$ cat src/rtl/wptr_full_if.sv
// Write-side FIFO pointer bundle between the writer, the read-pointer
// synchronizer and the write pointer / full-flag controller.
interface wptr_full_if #(
  parameter int ADDR_WIDTH = 6
);
  logic                  winc;
  logic [ADDR_WIDTH:0]   wq2_rptr;
  logic                  clr_ovf;
  logic                  wen;
  logic [ADDR_WIDTH-1:0] waddr;
  logic [ADDR_WIDTH:0]   wptr;
  logic                  wfull;
  logic                  walmost_full;
  logic [ADDR_WIDTH:0]   wlevel;
  logic                  overflow;

  modport master (
    output winc, wq2_rptr, clr_ovf,
    input  wen, waddr, wptr, wfull, walmost_full, wlevel, overflow
  );

  modport slave (
    input  winc, wq2_rptr, clr_ovf,
    output wen, waddr, wptr, wfull, walmost_full, wlevel, overflow
  );
endinterface

$ cat src/rtl/wptr_full_ctrl.sv
// Write-domain half of an async FIFO: binary/Gray write pointer, full and
// almost-full flags, fill-level estimate and a sticky overflow flag.
module wptr_full_ctrl #(
  parameter int ADDR_WIDTH   = 6,
  parameter int AFULL_THRESH = 60
) (
  input  logic         clk,
  input  logic         rst_n,
  wptr_full_if.slave   bus
);
  localparam int PW = ADDR_WIDTH + 1;

  function automatic logic [PW-1:0] bin2gray(input logic [PW-1:0] b);
    return b ^ (b >> 1);
  endfunction

  function automatic logic [PW-1:0] gray2bin(input logic [PW-1:0] g);
    logic [PW-1:0] b;
    b[PW-1] = g[PW-1];
    for (int i = PW - 2; i >= 0; i--) begin
      b[i] = b[i+1] ^ g[i];
    end
    return b;
  endfunction

  logic          wen_p0;
  logic [PW-1:0] wbin_p0;
  logic [PW-1:0] wgray_p0;
  logic [PW-1:0] rbin_s;
  logic [PW-1:0] level_p0;
  logic          full_p0;
  logic          afull_p0;
  logic          ovf_set_p0;

  logic [PW-1:0] wbin_p1;
  logic [PW-1:0] wptr_p1;
  logic          wfull_p1;
  logic          walmost_full_p1;
  logic [PW-1:0] wlevel_p1;
  logic          overflow_p1;

  // Stage p0: next-pointer, flag and level arithmetic from current state
  always_comb begin
    wen_p0     = bus.winc & ~wfull_p1 & rst_n;
    wbin_p0    = wbin_p1 + PW'(wen_p0);
    wgray_p0   = bin2gray(wbin_p0);
    rbin_s     = gray2bin(bus.wq2_rptr);
    level_p0   = wbin_p0 - rbin_s;
    // Full when the pointers differ only in the wrap bit: in Gray, top two bits inverted.
    full_p0    = (wgray_p0 == {~bus.wq2_rptr[PW-1:PW-2], bus.wq2_rptr[PW-3:0]});
    afull_p0   = (level_p0 >= PW'(AFULL_THRESH));
    ovf_set_p0 = bus.winc & wfull_p1;
  end

  // Stage p1: registered pointer and status
  always_ff @(posedge clk or negedge rst_n) begin
    if (!rst_n) begin
      wbin_p1         <= '0;
      wptr_p1         <= '0;
      wfull_p1        <= 1'b0;
      walmost_full_p1 <= 1'b0;
      wlevel_p1       <= '0;
      overflow_p1     <= 1'b0;
    end else begin
      wbin_p1         <= wbin_p0;
      wptr_p1         <= wgray_p0;
      wfull_p1        <= full_p0;
      walmost_full_p1 <= afull_p0;
      wlevel_p1       <= level_p0;
      if (ovf_set_p0) begin
        overflow_p1 <= 1'b1;
      end else if (bus.clr_ovf) begin
        overflow_p1 <= 1'b0;
      end
    end
  end

  assign bus.wen          = wen_p0;
  assign bus.waddr        = wbin_p1[ADDR_WIDTH-1:0];
  assign bus.wptr         = wptr_p1;
  assign bus.wfull        = wfull_p1;
  assign bus.walmost_full = walmost_full_p1;
  assign bus.wlevel       = wlevel_p1;
  assign bus.overflow     = overflow_p1;
endmodule
$ cat src/flat_wrapper.sv
// flat-port wrapper written by rule: the top's interface ports become plain ports
module wptr_full_ctrl_flat 
#(
  parameter int ADDR_WIDTH   = 6,
  parameter int AFULL_THRESH = 60
)
  (clk, rst_n, bus_winc, bus_wq2_rptr, bus_clr_ovf, bus_wen, bus_waddr, bus_wptr, bus_wfull, bus_walmost_full, bus_wlevel, bus_overflow);
  wptr_full_if #(.ADDR_WIDTH(ADDR_WIDTH)) bus_i ();
  input  logic clk;
  input  logic rst_n;
  input wire logic [$bits(bus_i.winc)-1:0] bus_winc;
  input wire logic [$bits(bus_i.wq2_rptr)-1:0] bus_wq2_rptr;
  input wire logic [$bits(bus_i.clr_ovf)-1:0] bus_clr_ovf;
  output wire logic [$bits(bus_i.wen)-1:0] bus_wen;
  output wire logic [$bits(bus_i.waddr)-1:0] bus_waddr;
  output wire logic [$bits(bus_i.wptr)-1:0] bus_wptr;
  output wire logic [$bits(bus_i.wfull)-1:0] bus_wfull;
  output wire logic [$bits(bus_i.walmost_full)-1:0] bus_walmost_full;
  output wire logic [$bits(bus_i.wlevel)-1:0] bus_wlevel;
  output wire logic [$bits(bus_i.overflow)-1:0] bus_overflow;
  assign bus_i.winc = bus_winc;
  assign bus_i.wq2_rptr = bus_wq2_rptr;
  assign bus_i.clr_ovf = bus_clr_ovf;
  assign bus_wen = bus_i.wen;
  assign bus_waddr = bus_i.waddr;
  assign bus_wptr = bus_i.wptr;
  assign bus_wfull = bus_i.wfull;
  assign bus_walmost_full = bus_i.walmost_full;
  assign bus_wlevel = bus_i.wlevel;
  assign bus_overflow = bus_i.overflow;
  wptr_full_ctrl #(.ADDR_WIDTH(ADDR_WIDTH), .AFULL_THRESH(AFULL_THRESH)) u_core (.clk(clk), .rst_n(rst_n), .bus(bus_i));
endmodule
$ cat config.mk
export PLATFORM = sky130hd
export DESIGN_NAME = wptr_full_ctrl_flat
export DESIGN_NICKNAME = d
export VERILOG_FILES = /design/src/rtl/wptr_full_if.sv /design/src/rtl/wptr_full_ctrl.sv /design/src/flat_wrapper.sv
export SDC_FILE = /design/constraint.sdc
export NUM_CORES = 1
export LEC_CHECK = 0
export BUFFER_PORTS_ARGS = -buffer_cell sky130_fd_sc_hd__buf_2
export CORE_UTILIZATION = 30
export DETAILED_ROUTE_END_ITERATION = 16
export PLACE_DENSITY = 0.53
export SYNTH_ARGS = -nofsm -noshare
export SYNTH_HDL_FRONTEND = slang
export SYNTH_SLANG_ARGS = --single-unit
$ cat constraint.sdc
create_clock -name clk -period 3.5 [get_ports clk]
set_input_delay 0.525 -clock clk [delete_from_list [all_inputs] [get_ports clk]]
set_output_delay 0.525 -clock clk [all_outputs]
set_load 0.05 [all_outputs]
==> results.cfg <==
[clock_network]
clockBufferDepth = 2
clock_latency_ns = 0.26
cts.sinks = 23
cts_tree = done
postCtsSetupRepairBufs = 0
root_buffer = clkbuf_8
hold_buffers = 0
clk_pin_slew_ns = 0.08
cts.repair.resized = 0
numCtsBuffers = 3
cts.htree.levels = 1

[critical_path]
crit_chain = buf_2, xor3_2, xnor3_1, xor2_1, xnor2_1, ha_1, fa_1, and3b_4, nor3_1, xor2_1, o31ai_1
startpoint_type = input port
crit_required_ns = 3.66
crit_type = in -> reg
crit_fanout = 5
arrival_ns = 3.28
max_stage_delay_ns = 0.50
cpMostUsedCell = xor2_1
cp-end-kind = register
slowest_stage = xor3_2

[final_layout]
nNetsFinal = 190
drive_above_1_share_pct = 26.6
diodes = 0
fin_area_um2 = 1690
final_util_pct = 38.3
syn_to_final_growth_pct = 21.4

[sta]
min_period_over_period_pct = 89.0
rsz0062_at_grt = no
worst_slack_ns = 0.386
clock_skew_ns = 0.00238
setup-tns-final_ns = 0
tightest_slew_ns = 0.582
setup_viol = 0
slew_violations = 0
hold_violations = 0
relSlewSlack_pct = 60.9
period_needed_ns = 3.11
fmax_mhz = 321

[routing]
drt_pre_antenna_iters = 4
antenna_left = 0
drt_wl_total_um = 2580
post_drt_wl_per_cell_um = 11.7
drt_iter0_markers = 43
vias = 993
drc_errors = 0
routed_via_density = 4.49

[placed_design]
dp_slack_ns = 0.133
dp_hpwl_um = 2070
portBuffers = 34
gp_congestion = 0.783
placed_cell_area_um2 = 1640

[synth]
synth-seq-cells = 23
avgSynthCellArea_um2 = 10.7
ys_seq_area_share_pct = 41.4
synth.cell_area_um2 = 1390
netlist_instances = 130
synth.largest_area_cell = dfrtp_1
synth_nets = 150
yosys_warnings = 0
async_flop_share_pct = 100
synth_top_flop_cell = dfrtp_1
synthTopCellsByArea = dfrtp_1, xnor2_1, ha_1
synth-edff-count = 0
synth_top_area_share_pct = 41.4
yosys.cell_types.count = 31

[floorplanning]
initial_utilization_pct = 31.5
io_pins = 35
die_h_um = 70.1
core_area_um2 = 4410
die-area_um2 = 4910
rows = 24
die_w_um = 70.1

[flow_run]
maxCapViolCount = 0

[global_routing]
track_usage_pct = 11.2
grt_max_degree = 24
grt_overflow = 0
grt_pass1_wl_um = 4440
antenna_found_initial = 0
grt_pass1_vias = 1001

[outcome]
status = complete, no violations

[hold_path]
hold_path.class = in -> async
## state kept, by name, summed over array words and instances (netlist names)
register and flops:
u_core.bus.wptr 6, u_core.bus.wlevel 7, u_core.bus.walmost_full 1, u_core.bus.wfull 1, u_core.wbin_p1 7, u_core.bus.overflow 1
## final timing paths
check	from	endpoint	slack, ns	cells after the start
min	rst_n	u_core.bus.overflow	0.24	2
min in group clk	bus_clr_ovf	u_core.bus.overflow	0.46	2
max reg2reg	u_core.bus.wfull	u_core.bus.walmost_full	0.52	11
max in group asynchronous	rst_n	u_core.bus.wlevel[2]	3.03	2
max	bus_wq2_rptr[6]	u_core.bus.walmost_full	0.39	11
min reg2reg	u_core.bus.overflow	u_core.bus.overflow	0.54	2
## cells in the final DEF (no fill, tap or decap), types with 2 or more instances in the layout
master / synthesis / layout
a31oi_1: 2 / 2
nand2b_1: 3 / 3
ha_1: 8 / 8
nand2_1: 8 / 8
buf_2: 0 / 34
dfrtp_1: 23 / 23
inv_1: 15 / 15
xnor2_1: 15 / 15
mux2i_1: 3 / 3
xnor3_1: 3 / 3
nor4b_1: 2 / 2
nor2_1: 8 / 7
xor2_1: 8 / 8
clkbuf_8: 0 / 3
nand3_1: 7 / 7
buf_4: 0 / 3
and3_1: 2 / 2
nor3_1: 2 / 2
o21ai_0: 2 / 2
a21oi_1: 4 / 4
## kinds of logic after synthesis
| family | Yosys count | synth area share (%) |
|---|---|---|
| xor gates and xnor gates | 28 | 22.8 |
| adders and majority gates | 9 | 8.63 |
| DFF | 23 | 41.4 |
| buffers and inverters | 17 | 4.59 |
| muxes | 4 | 2.97 |
| AOI/OAI and AO/OA | 13 | 6.21 |
| and+or+nand+nor | 36 | 13.4 |
## final cells by class
class | count | area, um2
well taps | 52 | 65.1
multi-input cells | 90 | 754
flip-flops and latches | 23 | 576
inverters | 15 | 56.3
repair buffers | 37 | 193
fillers | 447 | 2730
clock buffers | 4 | 45.0
## per-layer routing
layer | global-route usage [%] | vias to the layer above | wire, um
met4 | 2.67 | 0 | 6
met1 | 15.3 | 455 | 1240
met2 | 17.7 | 29 | 1170
met5 | 0 | - | 0
li1 | - | 507 | -
met3 | 2.74 | 2 | 161
## critical path: cells and delay by family
kind / cells / cell delay, ns
buf+inv: 1 / 0.13
xor+xnor: 5 / 1.30
simple gates: 2 / 0.39
fa+ha+maj: 2 / 0.67
compound gates: 1 / 0.26
## metrics by stage
step	cells	hold slack, ns
global route	221	0.274
CTS	221	0.250
floorplan	130	0.229
detailed placement	217	0.536
global placement	217	0.511
finish	221	0.245
## synthesized netlist by cell type, types with 2 or more instances
cell type and instances:
dfrtp_1 23, inv_1 15, xnor2_1 15, ha_1 8
nand2_1 8, nor2_1 8, xor2_1 8, nand3_1 7
a21oi_1 4, mux2i_1 3, nand2b_1 3, xnor3_1 3
a31oi_1 2, and3_1 2, clkbuf_1 2, nor3_1 2
nor4b_1 2, o21ai_0 2
Power is not shown: default switching activity piles up to over one toggle a cycle in this logic, so the estimate is an artifact.
